File: src/rtl/io_uart_pkg.sv
// Shared types and constants for the IO-mapped UART transmitter:
// FSM state encoding, default register addresses and status bit positions.
package io_uart_pkg;

  typedef enum logic [2:0] {
    ST_IDLE   = 3'd0,
    ST_START  = 3'd1,
    ST_DATA   = 3'd2,
    ST_PARITY = 3'd3,
    ST_STOP   = 3'd4
  } tx_state_e;

  localparam logic [15:0] DEF_TXDATA_ADDR = 16'h1000;
  localparam logic [15:0] DEF_STATUS_ADDR = 16'h2000;

  localparam int STAT_BUSY_BIT  = 0;
  localparam int STAT_EMPTY_BIT = 1;
  localparam int STAT_FULL_BIT  = 2;
  localparam int STAT_OVF_BIT   = 3;

endpackage

File: src/rtl/io_fifo.sv
// Small synchronous FIFO with a combinational head output; a push is
// accepted when not full, or when full but a pop happens in the same cycle.
module io_fifo #(
  parameter int DEPTH = 4,
  parameter int WIDTH = 8
) (
  input  logic                       clk,
  input  logic                       reset,
  input  logic                       push_i,
  input  logic                       pop_i,
  input  logic [WIDTH-1:0]           wdata_i,
  output logic [WIDTH-1:0]           rdata_o,
  output logic                       full_o,
  output logic                       empty_o,
  output logic [$clog2(DEPTH):0]     count_o
);

  localparam int AW = $clog2(DEPTH);
  localparam int CW = AW + 1;

  logic [WIDTH-1:0] mem_q [DEPTH];
  logic [AW-1:0]    wr_ptr_q, rd_ptr_q;
  logic [CW-1:0]    count_q, count_d;
  logic             push_ok, pop_ok;

  assign empty_o = (count_q == '0);
  assign full_o  = (count_q == CW'(DEPTH));
  assign count_o = count_q;
  assign rdata_o = mem_q[rd_ptr_q];

  assign pop_ok  = pop_i && !empty_o;
  assign push_ok = push_i && (!full_o || pop_ok);

  always_comb begin
    count_d = count_q;
    case ({push_ok, pop_ok})
      2'b10:   count_d = count_q + 1'b1;
      2'b01:   count_d = count_q - 1'b1;
      default: count_d = count_q;
    endcase
  end

  // Pointers wrap naturally because DEPTH is a power of two.
  always_ff @(posedge clk) begin
    if (reset) begin
      wr_ptr_q <= '0;
      rd_ptr_q <= '0;
      count_q  <= '0;
    end else begin
      if (push_ok) wr_ptr_q <= wr_ptr_q + 1'b1;
      if (pop_ok)  rd_ptr_q <= rd_ptr_q + 1'b1;
      count_q <= count_d;
    end
  end

  always_ff @(posedge clk) begin
    if (push_ok) mem_q[wr_ptr_q] <= wdata_i;
  end

endmodule

File: src/rtl/io_uart_tx.sv
// IO-mapped UART transmitter: TX data register feeds a FIFO, a status register
// reports {overflow, full, empty, busy}. Define UART_TX_PARITY_EN for even parity.
module io_uart_tx
  import io_uart_pkg::*;
#(
  parameter int          CLKS_PER_BIT = 4,
  parameter int          FIFO_DEPTH   = 4,
  parameter logic [15:0] TXDATA_ADDR  = DEF_TXDATA_ADDR,
  parameter logic [15:0] STATUS_ADDR  = DEF_STATUS_ADDR
) (
  input  logic        clk,
  input  logic        reset,
  input  logic        io_wr,
  input  logic        io_rd,
  input  logic [15:0] io_addr,
  input  logic [15:0] io_dout,
  output logic [15:0] io_din,
  output logic        uart_tx,
  output logic        busy
);

  localparam int TW = (CLKS_PER_BIT > 1) ? $clog2(CLKS_PER_BIT) : 1;
  localparam int CW = $clog2(FIFO_DEPTH) + 1;
  localparam logic [TW-1:0] T_LAST = TW'(CLKS_PER_BIT - 1);

  tx_state_e     state_q, state_d;
  logic [TW-1:0] timer_q, timer_d;
  logic [2:0]    bitcnt_q, bitcnt_d;
  logic [7:0]    shreg_q, shreg_d;
  logic          tx_q, tx_d;
  logic          ovf_q, ovf_d;
  logic [15:0]   din_q, din_d;

  logic          wr_tx, rd_any, rd_stat, ovf_event, bit_end;
  logic          fifo_pop, fifo_full, fifo_empty;
  logic [7:0]    fifo_rdata;
  logic [CW-1:0] fifo_cnt;
  logic [15:0]   status;
  logic          unused_dout;

  assign unused_dout = ^io_dout[15:8];

  // A write to the data register wins over a simultaneous read strobe.
  assign wr_tx     = io_wr && (io_addr == TXDATA_ADDR);
  assign rd_any    = io_rd && !wr_tx;
  assign rd_stat   = rd_any && (io_addr == STATUS_ADDR);
  assign ovf_event = wr_tx && fifo_full && !fifo_pop;
  assign bit_end   = (timer_q == T_LAST);

  assign busy    = (fifo_cnt != '0) || (state_q != ST_IDLE);
  assign uart_tx = tx_q;
  assign io_din  = din_q;

  io_fifo #(
    .DEPTH (FIFO_DEPTH),
    .WIDTH (8)
  ) u_fifo (
    .clk     (clk),
    .reset   (reset),
    .push_i  (wr_tx),
    .pop_i   (fifo_pop),
    .wdata_i (io_dout[7:0]),
    .rdata_o (fifo_rdata),
    .full_o  (fifo_full),
    .empty_o (fifo_empty),
    .count_o (fifo_cnt)
  );

  always_comb begin
    status                 = '0;
    status[STAT_BUSY_BIT]  = busy;
    status[STAT_EMPTY_BIT] = fifo_empty;
    status[STAT_FULL_BIT]  = fifo_full;
    status[STAT_OVF_BIT]   = ovf_q;
  end

  // The status read clears overflow, but a new overflow in that cycle wins.
  always_comb begin
    din_d = din_q;
    ovf_d = ovf_q;
    if (rd_stat) begin
      din_d = status;
      ovf_d = 1'b0;
    end else if (rd_any) begin
      din_d = 16'h0000;
    end
    if (ovf_event) ovf_d = 1'b1;
  end

  always_comb begin
    state_d  = state_q;
    timer_d  = timer_q;
    bitcnt_d = bitcnt_q;
    shreg_d  = shreg_q;
    tx_d     = tx_q;
    fifo_pop = 1'b0;
    case (state_q)
      ST_IDLE: begin
        tx_d = 1'b1;
        if (!fifo_empty) begin
          fifo_pop = 1'b1;
          shreg_d  = fifo_rdata;
          tx_d     = 1'b0;
          timer_d  = '0;
          bitcnt_d = '0;
          state_d  = ST_START;
        end
      end
      ST_START: begin
        if (bit_end) begin
          timer_d = '0;
          tx_d    = shreg_q[0];
          state_d = ST_DATA;
        end else begin
          timer_d = timer_q + 1'b1;
        end
      end
      // The shift register rotates, so after eight bits it holds the
      // original byte again and its XOR is still the frame's parity.
      ST_DATA: begin
        if (bit_end) begin
          timer_d = '0;
          shreg_d = {shreg_q[0], shreg_q[7:1]};
          if (bitcnt_q == 3'd7) begin
            bitcnt_d = '0;
`ifdef UART_TX_PARITY_EN
            tx_d    = ^shreg_q;
            state_d = ST_PARITY;
`else
            tx_d    = 1'b1;
            state_d = ST_STOP;
`endif
          end else begin
            bitcnt_d = bitcnt_q + 1'b1;
            tx_d     = shreg_q[1];
          end
        end else begin
          timer_d = timer_q + 1'b1;
        end
      end
`ifdef UART_TX_PARITY_EN
      ST_PARITY: begin
        if (bit_end) begin
          timer_d = '0;
          tx_d    = 1'b1;
          state_d = ST_STOP;
        end else begin
          timer_d = timer_q + 1'b1;
        end
      end
`endif
      ST_STOP: begin
        if (bit_end) begin
          timer_d = '0;
          tx_d    = 1'b1;
          state_d = ST_IDLE;
        end else begin
          timer_d = timer_q + 1'b1;
        end
      end
      default: begin
        timer_d = '0;
        tx_d    = 1'b1;
        state_d = ST_IDLE;
      end
    endcase
  end

  always_ff @(posedge clk) begin
    if (reset) begin
      state_q  <= ST_IDLE;
      timer_q  <= '0;
      bitcnt_q <= '0;
      tx_q     <= 1'b1;
      ovf_q    <= 1'b0;
      din_q    <= 16'h0000;
    end else begin
      state_q  <= state_d;
      timer_q  <= timer_d;
      bitcnt_q <= bitcnt_d;
      tx_q     <= tx_d;
      ovf_q    <= ovf_d;
      din_q    <= din_d;
    end
  end

  always_ff @(posedge clk) begin
    shreg_q <= shreg_d;
  end

endmodule

File: config.mk
export PLATFORM = sky130hd
export DESIGN_NAME = io_uart_tx
export DESIGN_NICKNAME = d
export VERILOG_FILES = /design/src/rtl/io_uart_pkg.sv /design/src/rtl/io_fifo.sv /design/src/rtl/io_uart_tx.sv
export SDC_FILE = /design/constraint.sdc
export NUM_CORES = 1
export LEC_CHECK = 0
export CORE_AREA = 2 2 98 76
export DETAILED_ROUTE_END_ITERATION = 10
export DIE_AREA = 0 0 100 78
export PLACE_DENSITY = 0.74
export SLEW_MARGIN = 20
export SYNTH_ARGS = -nofsm -noshare
export SYNTH_HDL_FRONTEND = slang
export SYNTH_SLANG_ARGS = --single-unit
File: constraint.sdc
create_clock -name clk -period 2.65 [get_ports clk]
set_input_delay 0.6625 -clock clk [delete_from_list [all_inputs] [get_ports clk]]
set_output_delay 0.6625 -clock clk [all_outputs]
set_load 0.02 [all_outputs]
==> results of run 1 <==
==> cell usage in the layout, fill, tap and decap left out, types with 3 or more instances in the layout <==
cell,Yosys,routed
o21ai_0,5,4
nand2_1,9,9
mux2i_1,4,4
a22oi_1,3,3
clkinv_4,0,3
clkbuf_8,0,9
mux4_2,8,8
mux2_2,9,9
nand2b_1,3,3
conb_1,1,12
and2_2,5,5
inv_1,6,5
edfxtp_1,40,40
a21oi_1,6,6
nor2_1,22,22
clkdlybuf4s50_1,0,31
a32oi_1,4,4
ha_1,7,7
buf_4,12,14
nor2b_1,3,3
dfxtp_1,23,22
nor3_1,7,6
bufinv_16,0,3
==> sequential cells by signal, indices dropped and copies added, names as in the netlist, named ones only <==
register         cells
shreg_q              8
timer_q              2
uart_tx              1
bitcnt_q             3
u_fifo.count_o       3
u_fifo.wr_ptr_q      2
u_fifo.mem_q        32
ovf_q                1
io_din               4
u_fifo.rd_ptr_q      2
state_q              3
==> what timing repair did <==
item	CTS	global route
hold buffers	0	0
gates resized for setup	2	9
setup buffers	0	2
pin swaps	0	6
endpoints found under the setup margin	1	2
==> logic make-up (layout without fill, tap and decap cells) <==
logic type,count (synthesis),count (layout),synth area share
AOI/OAI and AO/OA,23,23,0.0569
xor gates and xnor gates,4,4,0.0125
adders and majority gates,8,8,0.0382
buffers and inverters,27,69,0.0578
DFF,63,63,0.590
muxes,22,22,0.120
other,1,12,0.00133
and+or+nand+nor,62,62,0.123
==> critical path: stages <==
cell and delay [ns]:
clkdlybuf4s50_1 0.42, nor4_2 0.27, buf_4 0.16, nand4_1 0.12, o21ai_2 0.19, inv_2 0.05
fa_2 0.36, and2_4 0.15, a2bb2oi_2 0.13, mux2_4 0.30
==> through the flow <==
stage                     std cells  total power, mW  instance area (µm²)  TNS, ns  setup slack [ns]
after global placement          329             1.93                 3240   -0.488            -0.393
after floorplan                 221             1.75                 2860        0            0.0374
final                           347             2.95                 3530        0            0.0516
after CTS                       345             2.96                 3490        0           0.00278
after global routing            347             3.09                 3530  -0.0483           -0.0483
after detailed placement        329             1.95                 3240    -1.34            -0.466
==> per-layer routing <==
layer / up-vias / global-route usage
met1: 791 / 0.171
met4: 0 / 0.0616
met2: 39 / 0.206
met5: - / 0
met3: 10 / 0.0405
li1: 840 / -
==> final cells by class <==
type                    count  area (µm²)  share of cell area
inverters                   6        22.5             0.00637
clock inverters             7         121              0.0343
multi-input cells         131        1060               0.299
repair buffers             47         440               0.125
well taps                  84         105              0.0297
flip-flops and latches     63        1660               0.471
clock buffers               9         124              0.0351
==> power by group <==
part	switching [mW]	internal (mW)	leakage, nW
logic	0.290	0.351	0.609
registers	0.112	1.19	0.551
clock network	0.374	0.627	0.123
==> path summary, 6_finish.rpt <==
check / from / to / slack [ns] / depth (start not counted)
hold reg to reg: ovf_q$_SDFFE_PP0P_ / ovf_q$_SDFFE_PP0P_ / 0.47 / 2
setup / recovery: io_addr[6] / u_fifo.count_o[2]$_SDFFE_PP0P_ / 0.05 / 10
hold / removal: ovf_q$_SDFFE_PP0P_ / ovf_q$_SDFFE_PP0P_ / 0.47 / 2
setup reg to reg: u_fifo.count_o[0]$_SDFFE_PP0P_ / u_fifo.count_o[2]$_SDFFE_PP0P_ / 0.50 / 8
==> reports/summary.txt, run 1 <==
synth unique cells: 42
Core Box Area: 0.00677 mm²
total clock sinks: 63
routed vias: 1680
# setup viols final: 0
fin util: 0.522
layout cell share with drive strength beyond 1: 0.255
largest net degree at the start of global routing: 15
initial core utilization: 0.416
Slew Limit Fails: 0
pwr dens: 834 mW/mm²
Netlist Area Pre-Place: 0.00281 mm²
Detailed Place HPWL: 3330 µm
Crit Path Category: in2reg
chip height: 78 µm
ys async rst share: 0
DR top layer: met4
maximum VDD drop: 0.409 mV
worst min path class: reg2reg
Met2 Routed Length: 2240 µm
DRT Pass-1 Iters: 4
vias in the first global route: 1601
sequential area share after synthesis: 0.590
f_max: 0.385 GHz
cell with the most instances after synthesis: edfxtp_1
LEAKAGE: 1.28 nW
Worst Setup Start Kind: input pin
YS warnings: 0
synth cell count leaders: edfxtp_1, dfxtp_1, nor2_1
final antenna-violating net count: 0
H-tree depth: 3
crit end category: flip-flop
Reg clk slew, reported paths: 0.07 ns
GR Util All Layers: 0.133
vias per inst: 4.84
DR WL/cell: 13.6 µm
CTS tree: built
slew margin rel.: 0.658
fin crit share: 0.981
Max-Cap Viols: 0
area grow syn2layout: 25.6%
met3 WL: 172 µm
clock buffer depth: 2
Top FF cell, synth: edfxtp_1
ant diodes: 0
cts bufs inserted: 9
drt total wl: 4710 µm
DRC violations left: 0
Initial DRC Count: 52
syn avg cell area: 13.4 µm²
crit-path max FO: 2
global-route wire length before repair: 7800 µm
largest area contributor in the synthesized netlist: edfxtp_1
initial antenna violation count: 0
status: complete, no violations
Rows: 26
Req. time, crit path: 2.88 ns
Area contributors post-synth: edfxtp_1, dfxtp_1, mux4_2, mux2_2, buf_4
share of the synthesized area in the top cell type: 0.427
Remaining Overflow, GRT: 0
filler cell count: 545
port bufs: 33
clock root buffer: clkbuf_8
min Tclk post-route: 2.60 ns
Clock Latency Late Sink: 0.34 ns
final hold slack: 0.470 ns
Die Wd: 100 µm
Worst Path Arrival: 2.83 ns
Die ar.: 0.00780 mm²
Clock Skew: 0.00691 ns
final layout net count: 302
Post-synth EDFFs: 40
Worst-Margin Slew: 0.513 ns
IO Count: 54
flops & latches, synth: 63
Hold Fails Final Rpt: 0
GPL Wtd Cong: 0.786
Mapped Cells: 210
WL met1: 2210 µm
Power figures use the tool's default switching activity.
==> run 2: changes to the inputs <==
- PLACE_DENSITY: 0.74 -> 0.68
- clock period: 2.65 -> 2.3 ns (I/O delays scaled with it)
==> run 2 against run 1 <==
  * Final area is 0.25% higher
  * Sequential power up 13%
  * Worst setup slack worse by 0.043 ns
  * Via count is 4.7% higher
  * Global-route usage rose by 1.1 points
  * Utilization grew 0.13 points
  * Critical endpoint unchanged
==> reports/summary.txt, run 2 (same netlist as run 1, synthesis figures left out) <==
status: complete, no violations
worst min path class: reg2reg
layout cell share with drive strength beyond 1: 0.274
worst hold start: timer_q[1]$_SDFFE_PP0P_
fin crit share: 0.996
CP Launch Point: io_addr[10]
R2R Path End: u_fifo.count_o[2]$_SDFFE_PP0P_
Clock Skew: 0.00972 ns
Top reg by flops: u_fifo.mem_q
Worst-Margin Slew: 0.542 ns
# setup viols final: 0
filler cell count: 575
DR WL/cell: 14.8 µm
initial core utilization: 0.416
Remaining Overflow, GRT: 0
Initial DRC Count: 127
f_max: 0.436 GHz
crit end category: flip-flop
final hold slack: 0.464 ns
final antenna-violating net count: 0
reg2reg setup slack: 0.18 ns
Setup TNS Final: 0 ns
chip height: 78 µm
pwr dens: 903 mW/mm²
DRT Pass-1 Iters: 4
area grow syn2layout: 25.9%
Req. time, crit path: 2.53 ns
vias in the first global route: 1712
Detailed Place HPWL: 3650 µm
port bufs: 33
hold depth: 2
commonest non-fill, non-tap cells in the layout: edfxtp_1, dfxtp_1, nor2_1, buf_4, clkdlybuf4s50_1
min Tclk post-route: 2.29 ns
cts bufs inserted: 9
DRC violations left: 0
initial antenna violation count: 0
Clock Latency Late Sink: 0.34 ns
Worst Path Arrival: 2.52 ns
post-layout worst setup margin: 0.00876 ns
final layout net count: 309
global-route wire length before repair: 8400 µm
slew margin rel.: 0.638
Crit Path Category: in2reg
Cell Area, Placed: 0.00333 mm²
CTS tree: built
Rows: 26
drt total wl: 5240 µm
GPL Wtd Cong: 0.728
Design Area, Final: 0.00354 mm²
Max-Cap Viols: 0
Core Box Area: 0.00677 mm²
clock buffer depth: 2
LEAKAGE: 1.33 nW
Worst path max stage delay: 0.36 ns
largest net degree at the start of global routing: 17
r2r worst-path depth: 9
H-tree depth: 3
total clock sinks: 63
Die ar.: 0.00780 mm²
pre-CTS setup slack: -0.554 ns
Die Wd: 100 µm
Slew Limit Fails: 0
crit path to: u_fifo.count_o[2]$_SDFFE_PP0P_
Reg clk slew, reported paths: 0.07 ns
max reg flops: 32
IO Count: 54
clock root buffer: clkbuf_8
Post-CTS Hold Buffers: 0
crit-path max FO: 2
slowest stage cell, crit path: fa_2
Worst Setup Start Kind: input pin
Hold Fails Final Rpt: 0
GR Util All Layers: 0.144
most common cell after layout, fill and taps aside: edfxtp_1
vias per inst: 4.97
maximum VDD drop: 0.363 mV
Cell Chain, Critical Path: clkdlybuf4s15_1, nor4_4, nand4_1, o21ai_2, inv_1, fa_2, and2_4, a2bb2oi_2, mux2_4
ant diodes: 0
routed vias: 1759
worst reg2reg path startpoint: u_fifo.count_o[0]$_SDFFE_PP0P_
-- run 2: cell types whose count changed in the layout (fill, tap and decap cells not counted), moves of 3 or more --
cell             delta
clkdlybuf4s50_1    -12
dlymetal6s2s_1      +3
dlygate4sd2_1       +3
clkbuf_2            +4
clkinv_4            -3
buf_4               +6
-- run 2: per-stage QoR --
step | util | total power, mW | std cells
final | 0.523 | 3.20 | 354
after global routing | 0.523 | 3.37 | 354
after CTS | 0.519 | 3.21 | 352
after detailed placement | 0.493 | 2.33 | 335
after global placement | 0.493 | 2.32 | 335
after floorplan | - | 2.03 | 221
-- run 2: area by class of cell --
class / count / area, µm² / share of cell area
Sequential cell: 63 / 1660 / 0.469
Multi-Input combinational cell: 131 / 1080 / 0.306
Timing Repair Buffer: 54 / 489 / 0.138
Clock buffer: 11 / 131 / 0.0371
Tap cell: 84 / 105 / 0.0297
Clock inverter: 5 / 48.8 / 0.0138
Inverter: 6 / 22.5 / 0.00636
-- run 2: routing by layer --
metal / part of all wire / vias to the layer above / global-route usage
met5: 0 / - / 0
li1: - / 855 / -
met3: 0.038 / 10 / 0.0550
met2: 0.47 / 39 / 0.212
met4: 0.017 / 0 / 0.0562
met1: 0.47 / 855 / 0.192
-- run 2: how the worst min path moves through the flow --
stage               slack (ns)                      end
finish                    0.46  timer_q[1]$_SDFFE_PP0P_
global route              0.49       ovf_q$_SDFFE_PP0P_
CTS                       0.47  timer_q[1]$_SDFFE_PP0P_
detailed placement        0.45  timer_q[1]$_SDFFE_PP0P_
global placement          0.44  timer_q[1]$_SDFFE_PP0P_
floorplan                 0.44  timer_q[1]$_SDFFE_PP0P_
-- run 2: repair_timing --
action                     4_1_cts  5_1_grt
setup buffers                    1        2
setup endpoints to repair        2       34
pin swaps                        4        8
gates resized for setup          9       19
-- run 2: critical path: cells and delay by family --
family | cells | cell delay [ns]
adder cells (fa/ha/maj) | 1 | 0.36
AO/OA/AOI/OAI | 2 | 0.34
AND/OR/NAND/NOR | 3 | 0.66
buffers and inverters | 2 | 0.28
multiplexers | 1 | 0.30
-- run 2: where the power goes --
part           leakage (nW)  total (mW)  switching (mW)  internal [mW]
combinational         0.689       0.838           0.387          0.451
clock                0.0945       0.888           0.397          0.491
sequential            0.551        1.47           0.101           1.37
==> run 3: changes to the inputs <==
- SKIP_LAST_GASP: default -> 1
==> run 3 against run 2 <==
  * Clock skew barely moved
  * Maximum frequency rose by 3.5%
  * Final area rose by 0.57%
  * Largest power group unchanged
  * Highest routed layer unchanged
==> reports/summary.txt, run 3 (same netlist as run 1, synthesis figures left out) <==
Cells after DPL: 335
global-route wire length before repair: 8400 µm
f_max: 0.452 GHz
pwr dens: 897 mW/mm²
Worst Path Arrival: 2.44 ns
min Tclk post-route: 2.21 ns
H-tree depth: 3
Rows: 26
Worst Setup Start Kind: input pin
GR Util All Layers: 0.144
LEAKAGE: 1.38 nW
slew margin rel.: 0.639
Req. time, crit path: 2.52 ns
# setup viols final: 0
non-filler instance count after layout: 354
Detailed Place HPWL: 3650 µm
DRC violations left: 0
Die ar.: 0.00780 mm²
Core Box Area: 0.00677 mm²
most common cell after layout, fill and taps aside: edfxtp_1
IO Count: 54
DR WL/cell: 14.5 µm
Slew Limit Fails: 0
Clock Skew: 0.00964 ns
fin crit share: 0.962
Cell Chain, Critical Path: clkdlybuf4s50_1, nand4_1, o21ai_2, inv_1, fa_2, and2_4, a2bb2oi_2, mux2_4
routed vias: 1747
GPL Wtd Cong: 0.728
largest net degree at the start of global routing: 17
cts bufs inserted: 9
CTS tree: built
worst min path class: reg2reg
area grow syn2layout: 26.6%
chip height: 78 µm
port bufs: 33
Die Wd: 100 µm
Final Power: 3.19 mW
Top reg by flops: u_fifo.mem_q
initial antenna violation count: 0
final layout net count: 309
Clock Latency Late Sink: 0.34 ns
Worst path max stage delay: 0.48 ns
crit-path max FO: 2
commonest non-fill, non-tap cells in the layout: edfxtp_1, dfxtp_1, nor2_1, buf_4, clkdlybuf4s50_1
Reg clk slew, reported paths: 0.07 ns
vias per inst: 4.94
initial core utilization: 0.416
layout cell share with drive strength beyond 1: 0.270
DRT Pass-1 Iters: 4
ant diodes: 0
clock root buffer: clkbuf_8
Crit Path Category: in2reg
slowest stage cell, crit path: clkdlybuf4s50_1
final antenna-violating net count: 0
maximum VDD drop: 0.361 mV
Post-CTS Hold Buffers: 0
total clock sinks: 63
fin util: 0.526
crit end category: flip-flop
vias in the first global route: 1717
max reg flops: 32
Hold Fails Final Rpt: 0
status: complete, no violations
drt total wl: 5120 µm
clock buffer depth: 2
Setup TNS Final: 0 ns
Remaining Overflow, GRT: 0
Max-Cap Viols: 0
Worst-Margin Slew: 0.541 ns
Initial DRC Count: 126
run 3: changes by cell type in the layout (fill, tap and decap cells not counted), sizes merged:
cell and change:
clkdlybuf4s15 -2, clkbuf -1, dlygate4sd2 -2, dlymetal6s2s +5
run 3: cell type report:
cell class / instances / area [µm²]
clock inverter: 5 / 48.8
timing repair buffer: 54 / 509
clock buffer: 11 / 131
inverter: 6 / 22.5
tap: 84 / 105
fill: 569 / 3200
multi-input combinational: 131 / 1080
sequential: 63 / 1660
run 3: routing by layer:
| metal | up-vias | GRT usage | share of wire |
|---|---|---|---|
| li1 | 854 | - | - |
| met1 | 850 | 0.191 | 0.48 |
| met2 | 36 | 0.214 | 0.47 |
| met3 | 7 | 0.0550 | 0.040 |
| met4 | 0 | 0.0562 | 0.013 |
| met5 | - | 0 | 0 |
run 3: through the flow:
stage | cell area (µm²) | hold WS (ns) | setup slack, ns
3_3_place_gp | 3330 | 0.445 | -0.513
2_1_floorplan | 2890 | 0.436 | 0.00274
6_report | 3560 | 0.464 | 0.0863
5_1_grt | 3560 | 0.495 | -0.0469
4_1_cts | 3520 | 0.465 | -0.114
3_5_place_dp | 3330 | 0.454 | -0.554
run 3: worst max-delay path, delay by kind of cell:
family / cells / cell delay, ns
adders and majority gates: 1 / 0.36
and+or+nand+nor: 2 / 0.31
AOI/OAI and AO/OA: 2 / 0.33
buffers and inverters: 2 / 0.56
muxes: 1 / 0.30
run 3: timing repair:
action | CTS | global route
buffers inserted | 1 | 2
resized for setup | 4 | 20
endpoints found under the setup margin | 2 | 34
pin swaps | 4 | 8
endpoints found under the hold margin | 0 | 0
run 3: power breakdown:
| group | internal [mW] | total [mW] | switching [mW] |
|---|---|---|---|
| combinational | 0.452 | 0.836 | 0.384 |
| sequential | 1.37 | 1.47 | 0.100 |
| clock | 0.491 | 0.885 | 0.394 |
run 3: final timing paths:
path	start	end	slack, ns	cells after the start
worst min register to register	timer_q[1]$_SDFFE_PP0P_	timer_q[1]$_SDFFE_PP0P_	0.46	2
worst min-delay path	timer_q[1]$_SDFFE_PP0P_	timer_q[1]$_SDFFE_PP0P_	0.46	2
worst max register to register	u_fifo.count_o[0]$_SDFFE_PP0P_	u_fifo.count_o[2]$_SDFFE_PP0P_	0.18	9
worst max-delay path	io_addr[12]	u_fifo.count_o[2]$_SDFFE_PP0P_	0.09	8
==> RTL edit (config.mk and constraints of run 3) <==
Reset style: asynchronous (`reset`), changed in 2 clocked blocks.
--- a/src/rtl/io_fifo.sv
+++ b/src/rtl/io_fifo.sv
@@ -43,3 +43,3 @@
   // Pointers wrap naturally because DEPTH is a power of two.
-  always_ff @(posedge clk) begin
+  always_ff @(posedge clk or posedge reset) begin
     if (reset) begin
--- a/src/rtl/io_uart_tx.sv
+++ b/src/rtl/io_uart_tx.sv
@@ -168,3 +168,3 @@
 
-  always_ff @(posedge clk) begin
+  always_ff @(posedge clk or posedge reset) begin
     if (reset) begin
Behaviour: differs if reset is asserted again (counterexample within 4 cycles, from zero or initial values and one cycle with reset high); with reset held inactive, the same outputs for 10 cycles.
==> RTL edit against run 3 <==
  * Final area up 2.8%
  * Routed wire length down 2.4%
  * Sequential cell count down 2
  * Core utilization up 1.5 points
  * Synthesized cell count up 2.9%
  * Setup slack worse by 17 ps
  * Area after synthesis up 0.71%
  * Global-route usage up 0.12 points
  * Worst hold slack better by 32 ps
Power is not compared: it rests on default switching activity, and its combinational part moved more than twofold at a synthesized area within 25%.
==> RTL edit: results (changes against run 3) <==
overall track demand over capacity in global routing 14.5% (was 14.4%); Yosys cell types 43 (was 42); Post-Route Skew 11.7 ps (was 9.64 ps); number of diodes added for antenna fixing 0 (unchanged); Max H-tree Level 3 (unchanged); Post-synth EDFFs 40 (unchanged); detailed placement HPWL 3560 um (was 3650 um); xor/xnor share of the synthesized area 1.55% (was 1.24%); Layout Nets 319 (was 309); clock insertion delay at the later pin of the skew report roughly 330 ps; number of search-and-repair iterations in the first detailed-routing pass 4 (unchanged); number of cells in the design after placement 346 (was 335); standby leakage power approximately 0.0015 uW; routed vias/inst 4.85 (was 4.94); Clock Tree Buf Depth 2 (unchanged); crit-path max FO 2 (unchanged); maximum number of pins on one net before global-route repair 16 (was 17); Worst Hold Class flop to flop (unchanged); number of filler cells placed in the layout 556 (was 569); layout cell share with drive strength beyond 1 23.6% (was 27.0%); number of global-route vias before repair 1824 (was 1717); fraction of registers with async set/reset 34.4% (was 0%); Slew Limit Headroom 61.8% (was 63.9%); clock transition at the register clock pins on the worst setup and hold paths after CTS 60 ps; gate count after technology mapping 216 (was 210); cells resized by post-CTS repair 3 (was 4); multiplexer share of the synthesized area 8.08% (was 12.0%); global-route wire length before repair 8650 um (was 8400 um); detailed-route wire length per cell 13.7 um (was 14.5 um); top cells by count, synth edfxtp_1 (40), nand2_1 (34), dfrtp_1 (20), a21oi_1 (12), buf_4 (12) (was edfxtp_1 (40), dfxtp_1 (23), nor2_1 (22), buf_4 (12)); Clock Root Buffer clkbuf_8 (unchanged); initial DRC count 80 (was 126); max reg flops 32 (unchanged); number of non-filler instances in the completed layout 364 (was 354); complex-gate fraction of the synthesized area 5.83% (was 5.69%); top area cells in the synthesized netlist edfxtp_1 (42%), dfrtp_1 (18%), mux4_2 (6.4%) (was edfxtp_1 (43%), dfxtp_1 (16%), mux4_2 (6.4%)); post-CTS setup-driven buffer insertion count 2 (was 1); placed inst area 0.00341 sq mm (was 0.00333 sq mm); VDD IR-drop max just over 0.4 mV; outcome complete, no violations (unchanged); switching portion of total power between 10% and 20%; fraction of the yosys area taken by sequential cells 61.0% (was 59.0%); adder-cell share of the synthesized area 3.80% (was 3.82%); Yosys Warn Count 0 (unchanged); gpl congestion 0.773 (was 0.728); count of buffers from port buffering 33 (unchanged); cts bufs inserted 9 (unchanged)
==> RTL edit: changes by cell type in the layout (fill, tap and decap cells not counted), sizes merged, moves of 4 or more <==
cell,delta
nand2,+25
dfxtp,-23
dfrtp,+20
nor2,-12
a21oi,+7
mux2,-6
a22o,+4
a32oi,-4
mux2i,-4
==> RTL edit: through the flow <==
stage,total power (uW),worst slack [ps]
after floorplan,1230,11.5
after global placement,1280,-404
after detailed placement,1280,-448
after CTS,2180,-29.5
after global routing,2240,11.3
final,2150,69.7
==> RTL edit: cells by family (layout without fill, tap and decap cells) <==
logic type	count (synthesis)	in the layout
multiplexers	12	12
AND/OR/NAND/NOR	74	74
flip-flops	61	61
buffers and inverters	28	81
AO/OA/AOI/OAI	27	27
other	1	12
adder cells (fa/ha/maj)	8	8
XOR/XNOR	5	5
==> RTL edit: critical path: stages <==
cell and delay [ps]:
clkdlybuf4s50_1 410, nor4_2 160, nand4_2 150, o21ba_4 260, fa_2 380, inv_2 60
and4bb_2 240, a21oi_2 120, xnor2_1 120
==> RTL edit: layout make-up <==
class | instances | area, sq um | area share [%]
flip-flops and latches | 61 | 1730 | 47.2
multi-input cells | 138 | 1020 | 27.9
repair buffers | 57 | 587 | 16.0
clock buffers | 11 | 141 | 3.86
well taps | 84 | 105 | 2.87
clock inverters | 5 | 50.0 | 1.37
inverters | 8 | 30.0 | 0.820
==> RTL edit: worst paths after layout <==
| kind | from | to | slack, ps | cells after the start |
|---|---|---|---|---|
| max | io_addr[8] | u_fifo.count_o[2]$_DFFE_PP0P_ | 70 | 9 |
| min | ovf_q$_DFFE_PP0P_ | io_din[3]$_DFFE_PP0P_ | 500 | 1 |
| max reg2reg | u_fifo.count_o[1]$_DFFE_PP0P_ | u_fifo.count_o[2]$_DFFE_PP0P_ | 220 | 8 |
| min reg2reg | ovf_q$_DFFE_PP0P_ | io_din[3]$_DFFE_PP0P_ | 500 | 1 |
| max in group asynchronous | reset | io_din[2]$_DFFE_PP0P_ | 1260 | 3 |
| min in group asynchronous | reset | state_q[0]$_DFFE_PP0P_ | 520 | 2 |
==> RTL edit: power by group through the flow <==
| stage | Clock, uW | Sequential (uW) | Combinational [uW] |
|---|---|---|---|
| 4_1_cts | 922 | 1170 | 90.9 |
| 6_report | 895 | 1170 | 88.6 |
| 2_1_floorplan | 0 | 1190 | 43.8 |
| 3_5_place_dp | 0 | 1190 | 90.3 |
| 5_1_grt | 971 | 1170 | 96.7 |
| 3_3_place_gp | 0 | 1190 | 88.6 |
==> RTL edit: per-layer routing <==
layer	vias up	wire [um]	global-route usage [%]
met5	-	0	0
met3	4	192	4.50
met1	850	2290	18.2
met4	0	48	5.75
met2	36	2460	23.4
li1	877	-	-
